**src/rtl/add_sub_pkg.sv**
```systemverilog
// Shared types and constants for the nibble-serial adder/subtractor.
package add_sub_pkg;

  localparam int NIBBLE_W = 4;

  typedef enum logic [1:0] {
    IDLE = 2'd0,
    CALC = 2'd1,
    DONE = 2'd2
  } state_t;

  function automatic int nibble_count(input int width);
    return width / NIBBLE_W;
  endfunction

endpackage

```
**src/rtl/nibble_adder.sv**
```systemverilog
// Combinational 4-bit a+b+c_in slice; c3 (carry into bit 3) exists only with ADD_SUB_OVF_EN.
module nibble_adder
  import add_sub_pkg::*;
(
  input  logic [NIBBLE_W-1:0] a,
  input  logic [NIBBLE_W-1:0] b,
  input  logic                c_in,
  output logic [NIBBLE_W-1:0] s,
  output logic                c_out
`ifdef ADD_SUB_OVF_EN
  ,
  output logic                c3
`endif
);

  logic [NIBBLE_W:0] total;

  assign total = {1'b0, a} + {1'b0, b} + {{NIBBLE_W{1'b0}}, c_in};
  assign s     = total[NIBBLE_W-1:0];
  assign c_out = total[NIBBLE_W];

`ifdef ADD_SUB_OVF_EN
  logic [NIBBLE_W-1:0] low;

  // Sum of the lower three bits; its top bit is the carry entering bit 3.
  assign low = {1'b0, a[NIBBLE_W-2:0]} + {1'b0, b[NIBBLE_W-2:0]}
             + {{(NIBBLE_W-1){1'b0}}, c_in};
  assign c3  = low[NIBBLE_W-1];
`endif

endmodule

```
**src/rtl/nibble_serial_add_sub.sv**
```systemverilog
// WIDTH-bit add/sub computed one nibble per clock with valid/ready on both sides.
// Define ADD_SUB_OVF_EN to add the signed-overflow output ovf.
module nibble_serial_add_sub
  import add_sub_pkg::*;
#(
  parameter int WIDTH = 8
) (
  input  logic             clk,
  input  logic             rst,
  input  logic             inValid,
  output logic             inReady,
  input  logic [WIDTH-1:0] a,
  input  logic [WIDTH-1:0] b,
  input  logic             sub,
  output logic             outValid,
  input  logic             outReady,
  output logic [WIDTH-1:0] s,
  output logic             cOut
`ifdef ADD_SUB_OVF_EN
  ,
  output logic             ovf
`endif
);

  localparam int NIB   = nibble_count(WIDTH);
  localparam int IDX_W = (NIB > 1) ? $clog2(NIB) : 1;

  if (WIDTH < NIBBLE_W || (WIDTH % NIBBLE_W) != 0) begin : g_bad_width
    $error("nibble_serial_add_sub: WIDTH must be a positive multiple of 4");
  end

  state_t             state, state_next;
  logic               rst_held;
  logic               accept;
  logic               last_nib;
  logic [WIDTH-1:0]   a_reg, b_reg;
  logic [WIDTH-1:0]   res_reg, res_next;
  logic               carry;
  logic [IDX_W-1:0]   idx;
  logic [NIBBLE_W-1:0] a_nib, b_nib, nib_sum;
  logic               nib_cout;
`ifdef ADD_SUB_OVF_EN
  logic               nib_c3;
`endif

  // rst_held keeps inReady low through reset without a path from the rst pin.
  always_ff @(posedge clk) begin
    rst_held <= rst;
    if (rst) state <= IDLE;
    else     state <= state_next;
  end

  assign last_nib = (idx == IDX_W'(NIB - 1));
  assign accept   = inValid && inReady;

  always_comb begin
    state_next = state;
    inReady    = 1'b0;
    outValid   = 1'b0;
    case (state)
      IDLE: begin
        inReady = !rst_held;
        if (inValid && !rst_held) state_next = CALC;
      end
      CALC: begin
        if (last_nib) state_next = DONE;
      end
      DONE: begin
        outValid = 1'b1;
        if (outReady) state_next = IDLE;
      end
      default: state_next = IDLE;
    endcase
  end

  assign a_nib = a_reg[NIBBLE_W*int'(idx) +: NIBBLE_W];
  assign b_nib = b_reg[NIBBLE_W*int'(idx) +: NIBBLE_W];

  nibble_adder u_nibble_adder (
    .a    (a_nib),
    .b    (b_nib),
    .c_in (carry),
    .s    (nib_sum),
    .c_out(nib_cout)
`ifdef ADD_SUB_OVF_EN
    ,
    .c3   (nib_c3)
`endif
  );

  always_comb begin
    res_next = res_reg;
    res_next[NIBBLE_W*int'(idx) +: NIBBLE_W] = nib_sum;
  end

  // Partial results build up in res_reg so s keeps the previous answer until this one completes.
  always_ff @(posedge clk) begin
    if (rst) begin
      a_reg   <= '0;
      b_reg   <= '0;
      res_reg <= '0;
      carry   <= 1'b0;
      idx     <= '0;
      s       <= '0;
      cOut    <= 1'b0;
`ifdef ADD_SUB_OVF_EN
      ovf     <= 1'b0;
`endif
    end else if (accept) begin
      a_reg <= a;
      b_reg <= b ^ {WIDTH{sub}};
      carry <= sub;
      idx   <= '0;
    end else if (state == CALC) begin
      res_reg <= res_next;
      carry   <= nib_cout;
      if (last_nib) begin
        s    <= res_next;
        cOut <= nib_cout;
`ifdef ADD_SUB_OVF_EN
        ovf  <= nib_c3 ^ nib_cout;
`endif
      end else begin
        idx <= idx + 1'b1;
      end
    end
  end

endmodule

```
**config.mk**
```make
export PLATFORM = sky130hd
export DESIGN_NAME = nibble_serial_add_sub
export DESIGN_NICKNAME = d
export VERILOG_FILES = /design/src/rtl/add_sub_pkg.sv /design/src/rtl/nibble_adder.sv /design/src/rtl/nibble_serial_add_sub.sv
export SDC_FILE = /design/constraint.sdc
export NUM_CORES = 1
export LEC_CHECK = 0
export BUFFER_PORTS_ARGS = -buffer_cell sky130_fd_sc_hd__buf_2
export CORE_ASPECT_RATIO = 0.8
export CORE_MARGIN = 2
export CORE_UTILIZATION = 32
export DETAILED_ROUTE_END_ITERATION = 8
export SKIP_LAST_GASP = 1
export SLEW_MARGIN = 20
export SYNTH_ARGS = -nofsm -noshare
export SYNTH_HDL_FRONTEND = slang
export SYNTH_SLANG_ARGS = --single-unit
```
**constraint.sdc**
```tcl
create_clock -name clk -period 2.05 [get_ports clk]
set_input_delay 0.41 -clock clk [delete_from_list [all_inputs] [get_ports clk]]
set_output_delay 0.41 -clock clk [all_outputs]
set_load 0.005 [all_outputs]
```
==> results.cfg <==
[run]
cap_violations = 0

[setup_path]
cp_top_family = adder cells
r2r_end = carry
path_buf_inv = 2
worstPathArrival_ps = 2150
slowest_delay_ps = 390
crit_chain = mux2_2 -> fa_2 -> inv_1 -> fa_2 -> inv_1 -> a21o_1 -> a21oi_2 -> o311ai_1
required_ps = 2200
worstPathMaxFanout = 6
r2r_slack_ps = 60
crit_slowest_cell = dfxtp_4
critical_path_class = reg -> reg
cp-end-kind = flip-flop
cp-start-kind = flip-flop
reg2regPathDepth = 8
r2r-start = idx

[min_path]
min_path_cells = 3
hold_path_end = a_reg[6]
min_path_type = in -> reg
worstHoldStart = a[6]

[power_and_ir_drop]
p_per_area_mw_per_mm2 = 780
leakage_uw = 0.000783
vdd_drop_max_mv = 0.298

[synth]
syn_inst = 171
ys_ff_latch = 34
yosys.area.top_type = dfxtp_1
synth_most_common_cell = dfxtp_1
synth-seq-area-share_pct = 44.5
ys_types = 33
synth-edff-count = 0
netlist_area_mm2 = 0.00153
syn_avg_cell_area_um2 = 8.94
synth.area.top_cells = dfxtp_1, nand2_1, a21oi_1, xnor2_1, a211oi_1
synth_top_cell_area_share_pct = 44.5
yosysWarnings = 0
synthTopCellsByCount = dfxtp_1, nand2_1, a21oi_1
ys_async_sr_fraction_pct = 0
synth_fp_nets = 197
ys.flop_type = dfxtp_1

[floorplan]
core.rowCount = 22
die_w_um = 81.3
die-area_mm2 = 0.00535
num_io_pins = 32
die_h_um = 65.8
initial_utilization_pct = 33.3
coreArea_mm2 = 0.00460

[placed_design]
port_buffers = 31
dp.cells = 255
hpwlAfterDp_mm = 2.24
dpl_cell_area_mm2 = 0.00175
pre_cts_slack_ps = 29.8
gp_congestion = 0.734

[sta]
post-route-worst-setup-slack_ps = 56.1
skew_ps = 1.97
finalCritPeriodShare_pct = 97.3
finalCriticalPeriod_ps = 1990
final_max_slew_viol_count = 0
setup_viol = 0
fmax_mhz = 502
hold_viol_final = 0
maxSlewHeadroom_pct = 72.7
tightest_slew_ps = 410

[global_routing]
overflow = 0
antenna_found_initial = 0
grt_max_degree = 25
grt_usage_pct = 12.9
first_global_vias = 1092
grt_pass1_wl_mm = 5.16

[clock_tree]
clk_pin_slew_worst_paths_ps = 70
clock_path_buffers = 2
root_buffer = clkbuf_8
numCtsBuffers = 5
htreeDepth = 2
cts_tree = built
insertion_delay_ps = 280
clock_sinks = 34

[routing]
via_per_inst = 4.46
avgRoutedWirePerCell_um = 11.9
finalWirelength_mm = 3.17
antenna_left = 0
vias = 1187
drc = 0
first_pass_iters = 2
drt_iter0_markers = 35

[cells_and_area]
finish.utilization_pct = 41.5
nNetsFinal = 231
final_cells = 266
postLayoutCellArea_mm2 = 0.00191
area_delta_synth_final_pct = 24.6
drive_gt1_share_pct = 29.6
n_antenna_cell = 0

[run_status]
status = finished, final reports clean
==> logic make-up after synthesis <==
logic type,after synthesis,synth area share [%]
AOI/OAI and AO/OA,39,15.5
xor gates and xnor gates,9,5.16
adders and majority gates,5,5.07
buffers and inverters,15,5.56
DFF,34,44.5
muxes,8,5.73
and+or+nand+nor,61,18.5
==> cell type report <==
| type | instances | area [um^2] |
|---|---|---|
| Timing Repair Buffer | 38 | 220 |
| Fill cell | 486 | 2690 |
| Inverter | 4 | 15.0 |
| Clock buffer | 8 | 110 |
| Multi-Input combinational cell | 122 | 801 |
| Sequential cell | 34 | 684 |
| Tap cell | 60 | 75.1 |
==> cell usage in the layout, fill, tap and decap left out, types with 4 or more instances in the layout <==
cell type	n
mux2_2	5
buf_4	6
buf_2	31
inv_1	4
clkbuf_8	8
a211oi_1	9
a21oi_1	20
dfxtp_1	33
nor2_1	13
xnor2_1	9
o21ai_0	4
nand2_1	33
==> layer usage <==
layer	track usage [%]	routed length, um	vias to the layer above
li1	-	-	646
met1	17.3	1620	513
met2	18.2	1350	24
met3	5.46	164	4
met4	5.08	29	0
met5	0	0	-
==> worst reg2reg max path: stages, from the launching register on <==
cell and delay (ps):
dfxtp_4 390, mux2_2 350, fa_2 330, inv_1 80
fa_2 220, inv_1 60, a21o_1 170, a21oi_2 160
o311ai_1 100
==> how the worst max path moves through the flow <==
stage / from / endpoint / depth (start not counted)
after detailed placement: idx / carry / 8
after floorplan: idx / carry / 9
after CTS: idx / carry / 8
after global placement: idx / carry / 8
after global routing: idx / carry / 8
final: idx / carry / 8
==> through the flow <==
stage / hold WS, ps / total power [uW] / setup TNS, ps
4_1_cts: 353 / 1490 / 0
5_1_grt: 349 / 1560 / -16.1
3_3_place_gp: 440 / 913 / 0
2_1_floorplan: 428 / 859 / 0
3_5_place_dp: 446 / 913 / 0
6_report: 362 / 1490 / 0
==> power by group <==
group	internal, uW	switching (uW)
registers	691	21.1
logic	97.4	103
clock network	339	234
==> what timing repair did <==
action                                  in CTS  in global routing
hold buffers                                 0                  0
buffers inserted                             0                  3
gates resized for setup                      0                  6
endpoints found under the setup margin       0                  5
Power figures use the tool's default switching activity.
